### config.mk
export PLATFORM = sky130hd
export DESIGN_NAME = mod_counter_run_sequencer
export DESIGN_NICKNAME = d
export VERILOG_FILES = /design/src/rtl/mod_counter_run_sequencer.sv
export SDC_FILE = /design/constraint.sdc
export NUM_CORES = 1
export LEC_CHECK = 0
export ABC_AREA = 1
export ABC_CLOCK_PERIOD_IN_PS = 1900
export BUFFER_PORTS_ARGS = -buffer_cell sky130_fd_sc_hd__buf_2
export CAP_MARGIN = 15
export CORE_MARGIN = 3
export CORE_UTILIZATION = 40
export DETAILED_ROUTE_END_ITERATION = 8
export GPL_TIMING_DRIVEN = 1
export SLEW_MARGIN = 15
export SYNTH_ARGS = -nofsm -noshare
export SYNTH_HDL_FRONTEND = slang
export SYNTH_SLANG_ARGS = --single-unit
### constraint.sdc
create_clock -name Clk_In -period 1.9 [get_ports Clk_In]
set_input_delay 0.19 -clock Clk_In [delete_from_list [all_inputs] [get_ports Clk_In]]
set_output_delay 0.19 -clock Clk_In [all_outputs]
set_load 0.01 [all_outputs]
### src/rtl/mod_counter_run_sequencer.sv
// Run sequencer for the 4-bit MOD counter: issues Load/Start/Stop, counts rollovers,
// and reports Done/Aborted, or Error on a rejected request or a handshake timeout.
//
// state      | meaning
// -----------+------------------------------------------------------------
// IDLE       | waiting for a run request
// LOAD       | issue the load command
// START      | issue the start command and arm the handshake timer
// WAIT_RUN   | wait for the counter's running flag to rise
// RUNNING    | count rollovers until the target is reached or an abort arrives
// STOP       | issue the stop command and arm the handshake timer
// WAIT_STOP  | wait for the counter's running flag to fall
// DONE       | report completion
module mod_counter_run_sequencer #(
  parameter int COUNT_WIDTH = 4,
  parameter int ROLL_WIDTH  = 8,
  parameter int ACK_TIMEOUT = 4
) (
  input  logic                   Clk_In,
  input  logic                   tb_Reset_In,
  input  logic                   Enable_In,
  input  logic                   Run_Request_In,
  input  logic                   Abort_Request_In,
  input  logic [COUNT_WIDTH-1:0] Preload_Value_In,
  input  logic [COUNT_WIDTH-1:0] MOD_Value_In,
  input  logic [ROLL_WIDTH-1:0]  Rollover_Target_In,
  input  logic                   Counter_Running_Flag_In,
  input  logic                   Counter_Rollover_Flag_In,
  output logic                   Load_Counter_Value_Command_Out,
  output logic                   Start_Counter_Command_Out,
  output logic                   Stop_Counter_Command_Out,
  output logic [COUNT_WIDTH-1:0] Preload_Counter_Value_Out,
  output logic [COUNT_WIDTH-1:0] MOD_Value_Out,
  output logic [ROLL_WIDTH-1:0]  Rollover_Count_Out,
  output logic                   Busy_Out,
  output logic                   Done_Out,
  output logic                   Aborted_Out,
  output logic                   Error_Out
);

  localparam int TW = $clog2(ACK_TIMEOUT + 1);

  typedef enum logic [2:0] {
    S_IDLE, S_LOAD, S_START, S_WAIT_RUN, S_RUNNING, S_STOP, S_WAIT_STOP, S_DONE
  } state_t;

  state_t                 state_q, state_d;
  logic [TW-1:0]          timer_q, timer_d;
  logic [ROLL_WIDTH-1:0]  count_q, count_d, count_inc;
  logic [ROLL_WIDTH-1:0]  target_q, target_d;
  logic [COUNT_WIDTH-1:0] preload_q, preload_d;
  logic [COUNT_WIDTH-1:0] mod_q, mod_d;
  logic                   aborted_q, aborted_d;
  logic                   load_q, load_d;
  logic                   start_q, start_d;
  logic                   stop_q, stop_d;
  logic                   busy_q, busy_d;
  logic                   done_q, done_d;
  logic                   abo_q, abo_d;
  logic                   err_q, err_d;

  assign count_inc = (count_q == '1) ? count_q : count_q + ROLL_WIDTH'(1);

  always_comb begin
    state_d   = state_q;
    timer_d   = timer_q;
    count_d   = count_q;
    target_d  = target_q;
    preload_d = preload_q;
    mod_d     = mod_q;
    aborted_d = aborted_q;
    load_d    = 1'b0;
    start_d   = 1'b0;
    stop_d    = 1'b0;
    done_d    = 1'b0;
    abo_d     = 1'b0;
    err_d     = 1'b0;
    busy_d    = (state_q != S_IDLE);

    // Outputs are the registered image of the state just processed, so every
    // command pulse lands one cycle after its state and only when enabled.
    if (Enable_In) begin
      case (state_q)
        S_IDLE: begin
          if (Run_Request_In) begin
            preload_d = Preload_Value_In;
            mod_d     = MOD_Value_In;
            target_d  = Rollover_Target_In;
            if ((MOD_Value_In < COUNT_WIDTH'(2)) || (Rollover_Target_In == '0)) begin
              err_d = 1'b1;
            end else begin
              count_d = '0;
              state_d = S_LOAD;
            end
          end
        end
        S_LOAD: begin
          load_d  = 1'b1;
          state_d = S_START;
        end
        S_START: begin
          start_d = 1'b1;
          timer_d = TW'(ACK_TIMEOUT);
          state_d = S_WAIT_RUN;
        end
        S_WAIT_RUN: begin
          if (Counter_Running_Flag_In) begin
            state_d = S_RUNNING;
          end else if (timer_q <= TW'(1)) begin
            err_d   = 1'b1;
            state_d = S_IDLE;
          end else begin
            timer_d = timer_q - TW'(1);
          end
        end
        S_RUNNING: begin
          if (Counter_Rollover_Flag_In) count_d = count_inc;
          // Reaching the target takes priority over a simultaneous abort.
          if (Counter_Rollover_Flag_In && (count_inc == target_q)) begin
            aborted_d = 1'b0;
            state_d   = S_STOP;
          end else if (Abort_Request_In) begin
            aborted_d = 1'b1;
            state_d   = S_STOP;
          end
        end
        S_STOP: begin
          stop_d  = 1'b1;
          timer_d = TW'(ACK_TIMEOUT);
          state_d = S_WAIT_STOP;
        end
        S_WAIT_STOP: begin
          if (!Counter_Running_Flag_In) begin
            state_d = S_DONE;
          end else if (timer_q <= TW'(1)) begin
            err_d   = 1'b1;
            state_d = S_IDLE;
          end else begin
            timer_d = timer_q - TW'(1);
          end
        end
        S_DONE: begin
          done_d  = 1'b1;
          abo_d   = aborted_q;
          state_d = S_IDLE;
        end
        default: state_d = S_IDLE;
      endcase
    end
  end

  always_ff @(posedge Clk_In or posedge tb_Reset_In) begin
    if (tb_Reset_In) begin
      state_q   <= S_IDLE;
      timer_q   <= '0;
      count_q   <= '0;
      target_q  <= '0;
      preload_q <= '0;
      mod_q     <= '0;
      aborted_q <= 1'b0;
      load_q    <= 1'b0;
      start_q   <= 1'b0;
      stop_q    <= 1'b0;
      busy_q    <= 1'b0;
      done_q    <= 1'b0;
      abo_q     <= 1'b0;
      err_q     <= 1'b0;
    end else begin
      state_q   <= state_d;
      timer_q   <= timer_d;
      count_q   <= count_d;
      target_q  <= target_d;
      preload_q <= preload_d;
      mod_q     <= mod_d;
      aborted_q <= aborted_d;
      load_q    <= load_d;
      start_q   <= start_d;
      stop_q    <= stop_d;
      busy_q    <= busy_d;
      done_q    <= done_d;
      abo_q     <= abo_d;
      err_q     <= err_d;
    end
  end

  assign Load_Counter_Value_Command_Out = load_q;
  assign Start_Counter_Command_Out      = start_q;
  assign Stop_Counter_Command_Out       = stop_q;
  assign Preload_Counter_Value_Out      = preload_q;
  assign MOD_Value_Out                  = mod_q;
  assign Rollover_Count_Out             = count_q;
  assign Busy_Out                       = busy_q;
  assign Done_Out                       = done_q;
  assign Aborted_Out                    = abo_q;
  assign Error_Out                      = err_q;

endmodule

==> flow_metrics.tcl <==
set metrics [dict create \
    outcome "finished, violations left" \
    violations "negative hold slack" \
    place.detailed.hpwl_mm 3.81 \
    maxSlewViolCount 0 \
    rsz0062_at_grt "yes" \
    syn_inst 276 \
    overflow 0 \
    multi_input_area_um2 1140 \
    port_buffers 45 \
    critPathTopFamily "simple AND/OR/NAND/NOR gates" \
    synth_area_per_cell_um2 7.97 \
    critPathCaptureType "flop" \
    start_util_pct 42.2 \
    placed_area_um2 2560 \
    final_cells 404 \
    globalRouteMet2Util_pct 27.6 \
    synthArstFlopShare_pct 100 \
    insertion_delay_ns 0.29 \
    p_sw_share_pct 40.7 \
    seq_power_share_pct 38.9 \
    grt_pass1_wl_mm 8.63 \
    layout_commonest_cell "nand2_1" \
    netlist.area_leader.share_pct 43.3 \
    synth_area_um2 2200 \
    synth-seq-cells 38 \
    clkTransAtPathRegs_ns 0.08 \
    antenna_found_initial 0 \
    grt_max_degree 39 \
    path_cells "ha_4 > nand2_8 > nor2_8 > nand3_1 > nand3b_1 > nand3_1 > nor2_2 > nand3_2 > nand3_4 > nand2_2 > nand2_1 > nand2_1" \
    slowest_delay_ns 0.40 \
    place.gp.congestion 0.868 \
    hold_violations 10 \
    skew_ns 0.00977 \
    fillCellCount 522 \
    ios 46 \
    area_growth_pct 24.4 \
    synth_edf_count 0 \
    fin_hold_ws_ns -0.0111 \
    cp_max_fo 6 \
    antennaDiodeCount 0 \
    cap_violations 0 \
    first_pass_iters 4 \
    routed_via_density 4.82 \
    fmaxAchievable_mhz 543 \
    place_ws_ns 0.0445 \
    crit_arrival_ns 2.02 \
    gr-usage-met1_pct 22.4 \
    yosysSeqAreaShare_pct 43.3 \
    cp.required_ns 2.08 \
    setup_viol 0 \
    period_minus_slack_ns 1.84 \
    htree_levels 2 \
    share_comb_of_total_power_pct 44.1 \
    core_um2 5200 \
    relSlewSlack_pct 69.1 \
    ys.flop_type "dfrtp_1" \
    total_power_mw 3.39 \
    grt.total_usage_pct 17.1 \
    dp_cells 396 \
    tightestPinTransition_ns 0.463 \
    grt-busiest-layer "met2" \
    yosysUniqueCellTypes 32 \
    syn_nets 302 \
    setup_ws_ns 0.0584 \
    clockPowerShare_pct 17.0 \
    p_int_mw 2.01 \
    grtUsageMet3_pct 4.04 \
    path_class "reg2reg" \
    tns_ns 0 \
    clock-root-buffer "clkbuf_8" \
    ir_drop_uv 561 \
    ff_latch_area_um2 957 \
    die_area_um2 6420 \
    post_cts_buffers 0 \
    drt-total-wl_mm 4.98 \
    fin_nets 359 \
    critPathSlowestCell "dfrtp_1" \
    cts_hold_buf 0 \
    drive_gt1_share_pct 31.4 \
    grt_pass1_vias 1997 \
    yosys_warnings 0 \
    die_height_um 80.1 \
    critPathBufInv 0 \
    num_rows 26 \
    drt_iter0_drc 111 \
    finish.instance_area_um2 2730 \
    cts_tree "yes" \
    synth_top_cells_by_area "dfrtp_1 (43%), nand2_1 (10%), inv_1 (6.8%), nand3_1 (6.1%), o21ai_0 (4.8%)" \
    p_per_area_nw_per_um2 1240 \
    cts_buffers 5 \
    drtAntennaViolNets 0 \
    total_leakage_power_nw 1.38 \
    final_cell_mix "nand2_1 (57), buf_2 (45), inv_1 (39), dfrtp_1 (33), nand3_1 (27)" \
    die_w_um 80.1 \
    final_core_util_pct 52.5 \
    hold_path_class "in2async" \
    fin_crit_sh_pct 96.9 \
    p_sw_mw 1.38 \
    via_count 1949 \
    yosys.area.top_type "dfrtp_1" \
    drc 0 \
    clock_path_buffers 2 \
    wl_per_cell_um 12.3 \
    cts.sink_count 38 \
    startpoint_type "flop" \
]
## cells in the mapped netlist (5+ instances only)
cell type	number
dfrtp_1	38
inv_1	40
nand2_1	61
nand2_2	5
nand3_1	27
nand3_2	6
nand4_1	6
nor2_1	17
nor2_2	5
o21ai_0	21
## routing by layer
layer | part of all wire (%) | vias to the layer above
li1 | - | 1007
met1 | 48 | 884
met2 | 45 | 50
met3 | 5.3 | 8
met4 | 1.5 | 0
met5 | 0 | -
## power by group through the flow
| stage | Clock [mW] | Sequential [mW] | Combinational [mW] |
|---|---|---|---|
| after floorplan | 0 | 1.33 | 0.979 |
| after detailed placement | 0 | 1.31 | 1.46 |
| after CTS | 0.595 | 1.30 | 1.47 |
| after global routing | 0.627 | 1.35 | 1.71 |
| final | 0.577 | 1.32 | 1.49 |
| after global placement | 0 | 1.30 | 1.45 |
## flip-flops by register name, summed over array words and instances, names as in the netlist
signal and flops:
Load_Counter_Value_Command_Out 1, state_q 3, aborted_q 1, timer_q 3, Aborted_Out 1, Start_Counter_Command_Out 1, Error_Out 1, target_q 8
Rollover_Count_Out 8, Busy_Out 1, Stop_Counter_Command_Out 1, Preload_Counter_Value_Out 4, MOD_Value_Out 4, Done_Out 1
## cells by family (layout without fill, tap and decap cells)
| family | count (synthesis) | in the layout | share of synthesized area (%) |
|---|---|---|---|
| buffers and inverters | 47 | 105 | 8.54 |
| AO/OA/AOI/OAI | 34 | 34 | 8.37 |
| adder cells (fa/ha/maj) | 3 | 3 | 1.71 |
| AND/OR/NAND/NOR | 143 | 143 | 32.8 |
| XOR/XNOR | 3 | 3 | 1.20 |
| flip-flops | 38 | 38 | 43.3 |
| multiplexers | 8 | 8 | 4.10 |
## final cells by class
| type | instances | share of cell area (%) |
|---|---|---|
| timing repair buffer | 55 | 11.0 |
| tap | 70 | 3.20 |
| multi-input combinational | 191 | 41.7 |
| sequential | 38 | 35.0 |
| clock inverter | 1 | 0.183 |
| clock buffer | 7 | 3.16 |
| inverter | 42 | 5.77 |
## final timing paths
kind	start	endpoint	slack [ns]	cells past startpoint
setup / recovery	Rollover_Count_Out[1]	state_q[1]	0.06	12
hold / removal	tb_Reset_In	Error_Out	-0.01	3
setup reg to reg	Rollover_Count_Out[1]	state_q[1]	0.06	12
hold reg to reg	Preload_Counter_Value_Out[3]	Preload_Counter_Value_Out[3]	0.49	1
max in group asynchronous	tb_Reset_In	state_q[0]	1.55	3
min in group Clk_In	Preload_Value_In[3]	Preload_Counter_Value_Out[3]	0.11	2
## worst min-delay path: cells and delay by family
family,cells,cell delay (ns)
buffers and inverters,3,0.53
## what timing repair did
item                       4_1_cts  5_1_grt
setup endpoints to repair        0       14
gates resized for setup          0       25
hold endpoints to repair         0        0
No activity file was read; power rests on OpenSTA's default activity.
